<file path="src/rtl/adc0844_scanner_pkg.sv">
// ---------------------------------------------------------------------------
// adc0844_scanner_pkg
//   Shared types and constants for the ADC0844 channel scanner.
//   - state_t      : scanner FSM states
//   - MA_*_BASE    : mux-address base codes (single-ended / differential)
//   - mux_code()   : builds the 4-bit mux address for a channel index
// ---------------------------------------------------------------------------
package adc0844_scanner_pkg;

    typedef enum logic [2:0] {
        ST_IDLE,
        ST_WR,
        ST_WR_REL,
        ST_WAIT,
        ST_RD,
        ST_RD_REL,
        ST_NEXT,
        ST_DONE
    } state_t;

    localparam logic [3:0] MA_SE_BASE   = 4'b0100;
    localparam logic [3:0] MA_DIFF_BASE = 4'b0000;

    // The channel index occupies the two low mux-address bits in both modes.
    function automatic logic [3:0] mux_code(input logic [1:0] ch, input logic diff);
        return (diff ? MA_DIFF_BASE : MA_SE_BASE) | {2'b00, ch};
    endfunction

endpackage

</file>
<file path="src/rtl/adc0844_scanner_if.sv">
// ---------------------------------------------------------------------------
// adc0844_scanner_if
//   Pin bundle between the scanner (master) and an ADC0844-style device
//   (slave).
//   - ma     : mux address           (master -> slave)
//   - cs_n   : chip select, low      (master -> slave)
//   - wr_n   : start-conversion strobe, low (master -> slave)
//   - rd_n   : read strobe, low      (master -> slave)
//   - db     : 8-bit result bus      (slave -> master)
//   - intr_n : end of conversion, low (slave -> master)
// ---------------------------------------------------------------------------
interface adc0844_scanner_if;

    logic [3:0] ma;
    logic       cs_n;
    logic       wr_n;
    logic       rd_n;
    logic [7:0] db;
    logic       intr_n;

    modport master (
        output ma, cs_n, wr_n, rd_n,
        input  db, intr_n
    );

    modport slave (
        input  ma, cs_n, wr_n, rd_n,
        output db, intr_n
    );

endinterface

</file>
<file path="src/rtl/adc0844_scanner.sv">
// ---------------------------------------------------------------------------
// adc0844_scanner
//   Host-side initiator for a 4-channel ADC0844-style joystick ADC. Each scan
//   converts channels 0..3 in order: write strobe (latches mux address and
//   starts conversion), wait for intr_n, read strobe (samples db), next.
//
// Ports:
//   clk, reset_n      : clock, asynchronous active-low reset
//   start             : pulse to begin one scan (ignored while busy)
//   cont              : restart automatically after each completed scan
//   diff              : 0 single-ended, 1 differential (sampled per channel)
//   adc               : ADC pin bundle (master side)
//   res0..res3        : latest 8-bit result per channel
//   busy              : scan in progress
//   done              : one-cycle pulse when a scan completes
//   tmo               : per-channel timeout flags of the last scan
//
// Parameters:
//   WR_CYC  : cycles wr_n is held low (>= 1)
//   RD_CYC  : cycles rd_n is held low (>= 2); db sampled in the last one
//   TMO_CYC : cycles to wait for intr_n before declaring a timeout
// ---------------------------------------------------------------------------
module adc0844_scanner
    import adc0844_scanner_pkg::*;
#(
    parameter int WR_CYC  = 2,
    parameter int RD_CYC  = 3,
    parameter int TMO_CYC = 1024
) (
    input  logic                clk,
    input  logic                reset_n,
    input  logic                start,
    input  logic                cont,
    input  logic                diff,
    adc0844_scanner_if.master   adc,
    output logic [7:0]          res0,
    output logic [7:0]          res1,
    output logic [7:0]          res2,
    output logic [7:0]          res3,
    output logic                busy,
    output logic                done,
    output logic [3:0]          tmo
);

    // One shared up-counter serves strobe widths and the intr timeout.
    localparam int CNT_MAX = (TMO_CYC > WR_CYC) ?
                             ((TMO_CYC > RD_CYC) ? TMO_CYC : RD_CYC) :
                             ((WR_CYC > RD_CYC) ? WR_CYC : RD_CYC);
    localparam int CNT_W   = $clog2(CNT_MAX + 1);

    localparam logic [CNT_W-1:0] WR_LAST  = CNT_W'(WR_CYC - 1);
    localparam logic [CNT_W-1:0] RD_LAST  = CNT_W'(RD_CYC - 1);
    localparam logic [CNT_W-1:0] TMO_LAST = CNT_W'(TMO_CYC - 1);

    state_t           state_reg, state_next;
    logic [1:0]       idx_reg,   idx_next;
    logic [CNT_W-1:0] cnt_reg,   cnt_next;
    logic [3:0]       ma_reg,    ma_next;
    logic             done_q_reg;

    logic             cs_n_c, wr_n_c, rd_n_c;
    logic             res_we;
    logic [7:0]       res_val;
    logic             tmo_set;
    logic             tmo_clr;
    logic [31:0]      res_flat;

    // -----------------------------------------------------------------------
    // State register and datapath registers
    // -----------------------------------------------------------------------
    always_ff @(posedge clk or negedge reset_n) begin
        if (!reset_n) begin
            state_reg  <= ST_IDLE;
            idx_reg    <= 2'd0;
            cnt_reg    <= '0;
            ma_reg     <= 4'd0;
            done_q_reg <= 1'b0;
        end else begin
            state_reg  <= state_next;
            idx_reg    <= idx_next;
            cnt_reg    <= cnt_next;
            ma_reg     <= ma_next;
            done_q_reg <= (state_reg == ST_DONE);
        end
    end

    // -----------------------------------------------------------------------
    // Next-state and output decode
    // -----------------------------------------------------------------------
    always_comb begin
        state_next = state_reg;
        idx_next   = idx_reg;
        cnt_next   = cnt_reg + 1'b1;
        ma_next    = ma_reg;
        cs_n_c     = 1'b1;
        wr_n_c     = 1'b1;
        rd_n_c     = 1'b1;
        busy       = 1'b1;
        done       = 1'b0;
        res_we     = 1'b0;
        res_val    = adc.db;
        tmo_set    = 1'b0;
        tmo_clr    = 1'b0;

        case (state_reg)
            ST_IDLE: begin
                busy     = 1'b0;
                cnt_next = '0;
                // done_q_reg marks the IDLE cycle directly after DONE, which is
                // the only point where cont may restart a scan.
                if (start || (cont && done_q_reg)) begin
                    tmo_clr    = 1'b1;
                    idx_next   = 2'd0;
                    ma_next    = mux_code(2'd0, diff);
                    state_next = ST_WR;
                end
            end
            ST_WR: begin
                cs_n_c = 1'b0;
                wr_n_c = 1'b0;
                if (cnt_reg == WR_LAST) begin
                    state_next = ST_WR_REL;
                end
            end
            ST_WR_REL: begin
                state_next = ST_WAIT;
            end
            ST_WAIT: begin
                // intr_n has priority over the terminal count.
                if (!adc.intr_n) begin
                    state_next = ST_RD;
                end else if (cnt_reg == TMO_LAST) begin
                    res_we     = 1'b1;
                    res_val    = 8'd0;
                    tmo_set    = 1'b1;
                    state_next = ST_NEXT;
                end
            end
            ST_RD: begin
                cs_n_c = 1'b0;
                rd_n_c = 1'b0;
                if (cnt_reg == RD_LAST) begin
                    res_we     = 1'b1;
                    state_next = ST_RD_REL;
                end
            end
            ST_RD_REL: begin
                state_next = ST_NEXT;
            end
            ST_NEXT: begin
                if (idx_reg == 2'd3) begin
                    state_next = ST_DONE;
                end else begin
                    idx_next   = idx_reg + 2'd1;
                    ma_next    = mux_code(idx_reg + 2'd1, diff);
                    state_next = ST_WR;
                end
            end
            ST_DONE: begin
                done       = 1'b1;
                state_next = ST_IDLE;
            end
            default: begin
                state_next = ST_IDLE;
            end
        endcase

        // Every state starts its own count from zero.
        if (state_next != state_reg) begin
            cnt_next = '0;
        end
    end

    assign adc.ma   = ma_reg;
    assign adc.cs_n = cs_n_c;
    assign adc.wr_n = wr_n_c;
    assign adc.rd_n = rd_n_c;

    // -----------------------------------------------------------------------
    // Per-channel result and timeout registers
    // -----------------------------------------------------------------------
    generate
        for (genvar gi = 0; gi < 4; gi++) begin : g_chan
            logic [7:0] res_reg;
            logic       tmo_reg;

            always_ff @(posedge clk or negedge reset_n) begin
                if (!reset_n) begin
                    res_reg <= 8'd0;
                end else if (res_we && (idx_reg == 2'(gi))) begin
                    res_reg <= res_val;
                end
            end

            always_ff @(posedge clk or negedge reset_n) begin
                if (!reset_n) begin
                    tmo_reg <= 1'b0;
                end else if (tmo_clr) begin
                    tmo_reg <= 1'b0;
                end else if (tmo_set && (idx_reg == 2'(gi))) begin
                    tmo_reg <= 1'b1;
                end
            end

            assign res_flat[gi*8 +: 8] = res_reg;
            assign tmo[gi]             = tmo_reg;
        end
    endgenerate

    assign res0 = res_flat[7:0];
    assign res1 = res_flat[15:8];
    assign res2 = res_flat[23:16];
    assign res3 = res_flat[31:24];

endmodule

</file>
<file path="src/flat_wrapper.sv">
// flat-port wrapper written by rule: the top's interface ports become plain ports
module adc0844_scanner_flat import adc0844_scanner_pkg::*;
#(
    parameter int WR_CYC  = 2,
    parameter int RD_CYC  = 3,
    parameter int TMO_CYC = 1024
)
  (clk, reset_n, start, cont, diff, res0, res1, res2, res3, busy, done, tmo, adc_ma, adc_cs_n, adc_wr_n, adc_rd_n, adc_db, adc_intr_n);
  adc0844_scanner_if adc_i ();
  input  logic clk;
  input  logic reset_n;
  input  logic start;
  input  logic cont;
  input  logic diff;
  output logic [7:0] res0;
  output logic [7:0] res1;
  output logic [7:0] res2;
  output logic [7:0] res3;
  output logic busy;
  output logic done;
  output logic [3:0] tmo;
  output wire logic [$bits(adc_i.ma)-1:0] adc_ma;
  output wire logic [$bits(adc_i.cs_n)-1:0] adc_cs_n;
  output wire logic [$bits(adc_i.wr_n)-1:0] adc_wr_n;
  output wire logic [$bits(adc_i.rd_n)-1:0] adc_rd_n;
  input wire logic [$bits(adc_i.db)-1:0] adc_db;
  input wire logic [$bits(adc_i.intr_n)-1:0] adc_intr_n;
  assign adc_ma = adc_i.ma;
  assign adc_cs_n = adc_i.cs_n;
  assign adc_wr_n = adc_i.wr_n;
  assign adc_rd_n = adc_i.rd_n;
  assign adc_i.db = adc_db;
  assign adc_i.intr_n = adc_intr_n;
  adc0844_scanner #(.WR_CYC(WR_CYC), .RD_CYC(RD_CYC), .TMO_CYC(TMO_CYC)) u_core (.clk(clk), .reset_n(reset_n), .start(start), .cont(cont), .diff(diff), .adc(adc_i), .res0(res0), .res1(res1), .res2(res2), .res3(res3), .busy(busy), .done(done), .tmo(tmo));
endmodule
</file>
<file path="config.mk">
export PLATFORM = sky130hd
export DESIGN_NAME = adc0844_scanner_flat
export DESIGN_NICKNAME = d
export VERILOG_FILES = /design/src/rtl/adc0844_scanner_pkg.sv /design/src/rtl/adc0844_scanner_if.sv /design/src/rtl/adc0844_scanner.sv /design/src/flat_wrapper.sv
export SDC_FILE = /design/constraint.sdc
export NUM_CORES = 1
export LEC_CHECK = 0
export CORE_MARGIN = 2
export CORE_UTILIZATION = 45
export DETAILED_ROUTE_END_ITERATION = 7
export PLACE_DENSITY_LB_ADDON = 0.1
export SLEW_MARGIN = 30
export SYNTH_ARGS = -nofsm -noshare
export SYNTH_HDL_FRONTEND = slang
export SYNTH_SLANG_ARGS = --single-unit
export TNS_END_PERCENT = 100
</file>
<file path="constraint.sdc">
create_clock -name clk -period 2.1 [get_ports clk]
set_input_delay 0.525 -clock clk [delete_from_list [all_inputs] [get_ports clk]]
set_output_delay 0.525 -clock clk [all_outputs]
set_load 0.01 [all_outputs]
</file>
======== Yosys cells after proc, flatten, opt, wreduce, memory -nomap -nowiden ========
Index checks and enable logic that the tools add are counted.
operators by class
  add/subtract/negate cells ............... 2
  equal/unequal tests ..................... 16
  bitwise operators ....................... 1
  mux-type cells .......................... 39
  reduce and logical (&&, ||, !) cells .... 19
operators by type and width
  kind                                                                      count
  8-bit two-way mux                                                         3
  3-bit one-hot mux with 8 select lines                                     1
  11-bit two-way mux                                                        2
  3-bit two-way mux                                                         7
  1-bit two-way mux                                                         19
  3-bit equality test (second input constant)                               4
  11-bit by 1-bit adder with 11-bit output (second input constant)          1
  11-bit by 1-bit equality test with 1-bit output (second input constant)   1
  11-bit by 10-bit equality test with 1-bit output (second input constant)  1
  11-bit by 2-bit equality test with 1-bit output (second input constant)   1
  2-bit nonzero test                                                        5
  1-bit logical AND                                                         9
  4-bit two-way mux                                                         2
  4-bit one-hot mux with 2 select lines                                     1
  3-bit by 2-bit equality test with 1-bit output (second input constant)    2
  2-bit equality test (second input constant)                               2
  2-bit two-way mux                                                         2
  4-bit by 2-bit OR with 4-bit output                                       1
  2-bit one-hot mux with 2 select lines                                     1
  3-bit by 1-bit equality test with 1-bit output (second input constant)    1
  3-bit zero test                                                           1
  3-bit inequality test                                                     1
  3-bit AND reduction                                                       1
  2-bit by 1-bit adder with 2-bit output (second input constant)            1
  7 further kinds                                                           7
storage, ports and cells
  word-level logic and storage cells ...... 90
  bits of input ports ..................... 14
  register bits ........................... 57
  output and inout port bits .............. 45

======== Logic depth before layout (Yosys ltp) ========
Gate-level depths: netlist of run 1.
  depth in word-level cells ............... 7
  depth in mapped cells ................... 8
  gate-level depth less buffers ........... 6

======== Least setup slack after synthesis of run 1 ========
No wires, ideal clock.
  path kind ............................... reg2reg
  start point ............................. register u_core.idx_reg[0]
  end point ............................... register u_core.ma_reg[2], in the netlist u_core.adc.ma[2]
  library setup time ...................... 0.079 ns
  clock period less this slack ............ 1.813 ns
  arrival time ............................ 1.733 ns
  required time ........................... 2.021 ns
  buffers on the path ..................... 1
  path slack .............................. 0.287 ns
  cell stages (with the launch flop) ...... 7
  cell sequence ........................... dfrtp_1 ha_1 buf_2 nand2b_1 or3b_2 o21ai_1 mux2i_1
on the way
  longest elaborated chain between the ends .. 3
RTL lines
  element                          line                    RTL
  start, declared                  adc0844_scanner.sv:56   logic [1:0] idx_reg, idx_next;
  start signal, assigned           adc0844_scanner.sv:80   idx_reg <= idx_next;
  2-bit equality test              adc0844_scanner.sv:151  if (idx_reg == 2'd3) begin
  2-bit inequality test (no line)  -
  3-bit AND reduction (no line)    -
  end signal, assigned             adc0844_scanner.sv:82   ma_reg <= ma_next;
  end, declared                    adc0844_scanner.sv:58   logic [3:0] ma_reg, ma_next;
No other way between the ends.
A chain may end at the register's enable or synchronous reset.

======== Worst setup path after layout of run 1 ========
  start point ............................. register u_core.state_reg[2]
  end point ............................... output port busy
on the way
  longest elaborated chain between the ends .. 2
RTL lines
  element                 line                    RTL
  start, declared         adc0844_scanner.sv:55   state_t state_reg, state_next;
  start signal, assigned  adc0844_scanner.sv:79   state_reg <= state_next;
  3-bit zero test         adc0844_scanner.sv:105  case (state_reg)
  1-bit two-way mux       adc0844_scanner.sv:105
  end, declared           flat_wrapper.sv:19      output logic busy;
No other way between the ends.

==> run summary, run 1 <==
length in cells of the worst reg-to-reg path -> 7
Reg2Reg Capture Point -> u_core.res0[4]
critical path class -> reg2out
CP startpoint kind -> register
area leader, netlist -> dfrtp_1
met2 GRT Util -> 0.326
htree depth -> 2
final number of max-transition violations -> 0
Data arrival, critical path -> 1.51 ns
max reg flops -> 11
Seq/Total Area, Yosys -> 0.447
DP Worst Slack -> 0.0899 ns
Worst Tran Pin Value -> 0.562 ns
met3 usage -> 0.0356
IO Port Bufs -> 57
initial antenna violation count -> 0
core region area -> 0.00642 mm2
Fillers -> 561
First-pass DRT Iterations -> 4
ranking of synthesized cells by area -> dfrtp_1 (45%), o21ai_2 (8.7%), a31oi_1 (7.5%), nor2_1 (6.2%), inv_1 (5.3%)
remaining antenna violation count -> 0
FF+latch count, synth -> 54
Rel. slew slack -> 0.625
top cell type's share of synthesized area -> 0.447
Starting Density -> 0.470
Final period util -> 0.968
setup slack, reg-to-reg -> 0.16 ns
Final setup viols -> 0
Netlist cell types -> 48
first-pass GRT wire length -> 11.3 mm
number of global-route vias before repair -> 2344
Compound-Gate Fraction of Synth Area -> 0.212
Hold WC Path Type -> in2async
DRT Wirelength -> 6.45 mm
R2R Path Start -> u_core.cnt_reg[0]
Syn. warnings -> 0
buffer depth of the longest clock path -> 2
Antenna Cells -> 0
die height -> 85.9 um
Fmax achieved -> 0.492 GHz
Layout Cells excl Fill -> 452
total vias in the final route -> 2356
grt met1 use -> 0.251
CTS Buf Count -> 5
Std-Cell Rows -> 29
Power Density -> 943 mW/mm2
First DRT Iteration DRCs -> 149
Die Wd -> 85.9 um
synthesized area per cell -> 9.53 um2
CTS Sinks -> 54
Placed Cells -> 437
largest fanout on the critical path -> 7
die area -> 0.00738 mm2
largest net degree at the start of global routing -> 55
DRC Markers -> 0
commonest cells after routing, fill and taps aside -> clkdlybuf4s50_1 (51), dfrtp_1 (51), nor2_1 (49)
area grow syn2layout -> 26.5%
Hold Vio Cnt, Final -> 0
CTS tree -> done
Synth Area in XOR/XNOR -> 0.0232
Root Driver -> clkbuf_8
largest family of logic cells by synthesized area -> compound AO/OA/AOI/OAI gates
Critical Path End Type -> output pin
GRT busiest layer -> met2
Clk pin slew, worst setup/hold paths -> 0.10 ns
Largest stage delay, worst path -> 0.44 ns
Remaining Overflow, GRT -> 0
final setup skew -> 0.0129 ns
worst setup margin -> 0.0678 ns
Leakage -> 1.79 nW
syn nets -> 338
DR WL/cell -> 14.3 um
crit-path cells -> buf_4, or3_4, clkdlybuf4s15_1
Async SR Flop Fraction -> 1.00
status -> finished, final reports clean
critical path's slowest cell -> dfrtp_2
RSZ-0062 raised after global routing -> false
Setup TNS -> 0 ns
Max rail drop VDD -> 642 uV
post-synthesis adder-cell area fraction -> 0.0290
Synth Area in Simple Gates -> 0.161
Syn Inst Count -> 317
critical path required time -> 1.57 ns
I/O pins -> 59
CP delay by family, top -> flip-flops
ys flop type -> dfrtp_1
WP buf/inv -> 2
share of cells above drive strength 1 -> 0.205
Final nets -> 395
post-synthesis mux area share -> 0.00663
max cap viols -> 0
min Tclk post-route -> 2.03 ns
GR Util All Layers -> 0.192
worst skew pair latency -> 0.32 ns
dpl hpwl -> 4.49 mm
EDFF count, synth -> 0
GP Congestion -> 0.845
DR vias/cell -> 5.21
mapped cell area -> 0.00302 mm2
-- through the flow --
step	instance area (um2)	hold slack, ns	utilization	power (mW)
finish	3820	0.190	0.595	3.60
global placement	3620	0.501	0.563	2.75
floorplan	3020	0.229	-	2.25
global route	3820	0.229	0.595	3.90
CTS	3790	0.207	0.590	3.59
detailed placement	3620	0.512	0.563	2.77
-- where the power goes --
part           total, mW  internal [mW]  switching, mW
clock              0.699          0.352          0.347
sequential          1.27           1.17          0.108
combinational       1.63          0.796          0.834
-- worst max-delay path by stage --
stage,start,endpoint,cells past startpoint
2_1_floorplan,u_core.idx_reg[0],u_core.adc.ma[2],6
5_1_grt,u_core.state_reg[2],busy,3
6_report,u_core.state_reg[2],busy,3
3_3_place_gp,u_core.state_reg[0],adc_cs_n,4
3_5_place_dp,u_core.cnt_reg[0],u_core.res2[3],7
4_1_cts,u_core.state_reg[2],adc_cs_n,4
-- logic make-up after synthesis --
| group | after synthesis |
|---|---|
| AND/OR/NAND/NOR | 90 |
| AO/OA/AOI/OAI | 87 |
| buffers and inverters | 68 |
| multiplexers | 2 |
| flip-flops | 54 |
| other | 1 |
| XOR/XNOR | 8 |
| adder cells (fa/ha/maj) | 7 |
-- what timing repair did --
action	CTS	global route
pin swaps	1	1
buffers inserted	5	2
gates resized for setup	10	6
endpoints found under the setup margin	5	22
hold buffers	0	0
-- per-layer routing --
| metal | routed length [um] | share of wire | vias to the layer above |
|---|---|---|---|
| met1 | 2910 | 0.45 | 1125 |
| met2 | 3240 | 0.50 | 41 |
| met5 | 0 | 0 | - |
| met4 | 70 | 0.011 | 0 |
| met3 | 231 | 0.036 | 6 |
| li1 | - | - | 1184 |
-- cell usage after synthesis, types with 2 or more instances --
| cell type | count |
|---|---|
| a21oi_1 | 5 |
| a31oi_1 | 36 |
| and2_1 | 2 |
| and3_1 | 2 |
| and4_1 | 2 |
| buf_1 | 3 |
| buf_12 | 3 |
| buf_2 | 2 |
| buf_4 | 8 |
| buf_6 | 3 |
| clkbuf_1 | 5 |
| dfrtp_1 | 54 |
| ha_1 | 7 |
| inv_1 | 43 |
| mux2i_1 | 2 |
| nand2_1 | 8 |
| nand2b_1 | 3 |
| nand3_1 | 4 |
| nand4_1 | 3 |
| nor2_1 | 50 |
| o21ai_0 | 6 |
| o21ai_2 | 30 |
| o22ai_1 | 2 |
| or3b_2 | 3 |
| xor2_1 | 8 |
-- layout make-up --
cell class,instances,area [um2],share of cell area
clock inverter,3,40.0,0.0105
clock buffer,5,68.8,0.0180
timing repair buffer,75,761,0.199
multi-input combinational,195,1340,0.350
inverter,43,161,0.0422
tap,77,96.3,0.0252
sequential,54,1360,0.355
Power figures use the tool's default switching activity.
==> run 2: changes to the inputs <==
- CORE_MARGIN: 2 -> unset
- SETUP_SLACK_MARGIN: unset -> 0.15
- TNS_END_PERCENT: 100 -> unset
==> run summary, run 2 (same netlist as run 1, synthesis figures left out) <==
max reg flops -> 11
crit-path cells -> buf_4, or3_4, buf_6
final number of max-transition violations -> 0
Antenna Cells -> 0
Hold WC Path Type -> in2async
DRC Markers -> 10
Final nets -> 405
initial antenna violation count -> 0
GR Util All Layers -> 0.203
Final period util -> 0.906
die area -> 0.00704 mm2
Hold Vio Cnt, Final -> 0
remaining antenna violation count -> 0
DR WL/cell -> 14.4 um
Power Density -> 920 mW/mm2
CTS Buf Count -> 5
fin area -> 0.00386 mm2
critical path required time -> 1.57 ns
CP startpoint kind -> register
failing checks -> design-rule violations
worst skew pair latency -> 0.30 ns
largest net degree at the start of global routing -> 33
Starting Density -> 0.470
Fmax achieved -> 0.526 GHz
DR vias/cell -> 5.32
die height -> 83.9 um
GP Congestion -> 0.838
Clk pin slew, worst setup/hold paths -> 0.10 ns
Remaining Overflow, GRT -> 0
htree depth -> 2
dpl hpwl -> 4.71 mm
RSZ-0062 raised after global routing -> false
First DRT Iteration DRCs -> 116
Critical Path End Type -> output pin
Setup TNS -> 0 ns
length in cells of the worst reg-to-reg path -> 6
largest fanout on the critical path -> 3
Final setup viols -> 0
Fillers -> 564
IO Port Bufs -> 57
first-pass GRT wire length -> 11.5 mm
CTS Sinks -> 54
critical path class -> reg2out
I/O pins -> 59
final setup skew -> 0.00297 ns
min Tclk post-route -> 1.90 ns
Post-DP Area -> 0.00362 mm2
most common cell after layout, fill and taps aside -> clkdlybuf4s50_1
buffer depth of the longest clock path -> 2
Rel. slew slack -> 0.626
Worst Tran Pin Value -> 0.561 ns
core region area -> 0.00642 mm2
commonest cells after routing, fill and taps aside -> clkdlybuf4s50_1 (51), dfrtp_1 (50), nor2_1 (49)
max cap viols -> 0
Data arrival, critical path -> 1.38 ns
area grow syn2layout -> 27.8%
Std-Cell Rows -> 29
CTS tree -> done
critical path's slowest cell -> dfrtp_2
Leakage -> 1.81 nW
DRT Wirelength -> 6.63 mm
Largest stage delay, worst path -> 0.41 ns
Root Driver -> clkbuf_8
share of cells above drive strength 1 -> 0.244
Max rail drop VDD -> 612 uV
Die Wd -> 83.9 um
First-pass DRT Iterations -> 7
status -> complete, but fails checks
total vias in the final route -> 2457
number of global-route vias before repair -> 2414
[run 2: cell type report]
cell class	instances	area (um2)	area share
timing repair buffer	85	798	0.207
multi-input combinational	195	1360	0.352
clock buffer	7	86.3	0.0224
inverter	43	161	0.0418
clock inverter	1	5.00	0.00130
tap	77	96.3	0.0250
sequential	54	1360	0.351
[run 2: timing repair]
item	4_1_cts	5_1_grt
setup endpoints to repair	28	46
gates resized for setup	16	15
pin swaps	1	4
setup buffers	6	9
hold buffers	0	0
[run 2: stage by stage]
step / std cells / hold WS (ns) / power, mW / worst slack (ns) / util
2_1_floorplan: 317 / 0.229 / 2.25 / 0.287 / -
3_3_place_gp: 439 / 0.378 / 2.74 / 0.100 / 0.563
3_5_place_dp: 439 / 0.383 / 2.77 / 0.0679 / 0.563
4_1_cts: 453 / 0.0481 / 3.46 / 0.146 / 0.586
5_1_grt: 462 / 0.0421 / 3.83 / 0.151 / 0.601
6_report: 462 / 0.0543 / 3.55 / 0.198 / 0.601
[run 2: critical path, delay by kind of cell, from the launching register on]
| family | cells | cell delay (ns) |
|---|---|---|
| buffers and inverters | 2 | 0.27 |
| flip-flops | 1 | 0.41 |
| AND/OR/NAND/NOR | 1 | 0.39 |
[run 2: power breakdown]
| part | leakage [nW] | internal, mW | switching [mW] |
|---|---|---|---|
| Clock | 0.0482 | 0.267 | 0.335 |
| Combinational | 1.19 | 0.813 | 0.850 |
| Sequential | 0.575 | 1.17 | 0.119 |
[run 2: path summary, 6_finish.rpt]
path,from,to,slack [ns]
min in group clk,u_core.cnt_reg[0],u_core.cnt_reg[0],0.49
max in group asynchronous,reset_n,u_core.cnt_reg[0],1.42
worst min register to register,u_core.cnt_reg[0],u_core.cnt_reg[0],0.49
worst max register to register,u_core.cnt_reg[0],u_core.res1[2],0.25
worst min-delay path,reset_n,u_core.res1[5],0.05
worst max-delay path,u_core.state_reg[1],busy,0.20
[run 2: metal layers]
metal | GRT usage | up-vias | wire length (um)
met5 | 0 | - | 0
li1 | - | 1203 | -
met1 | 0.267 | 1193 | 2920
met2 | 0.349 | 54 | 3370
met4 | 0.0455 | 0 | 76
met3 | 0.0366 | 7 | 263
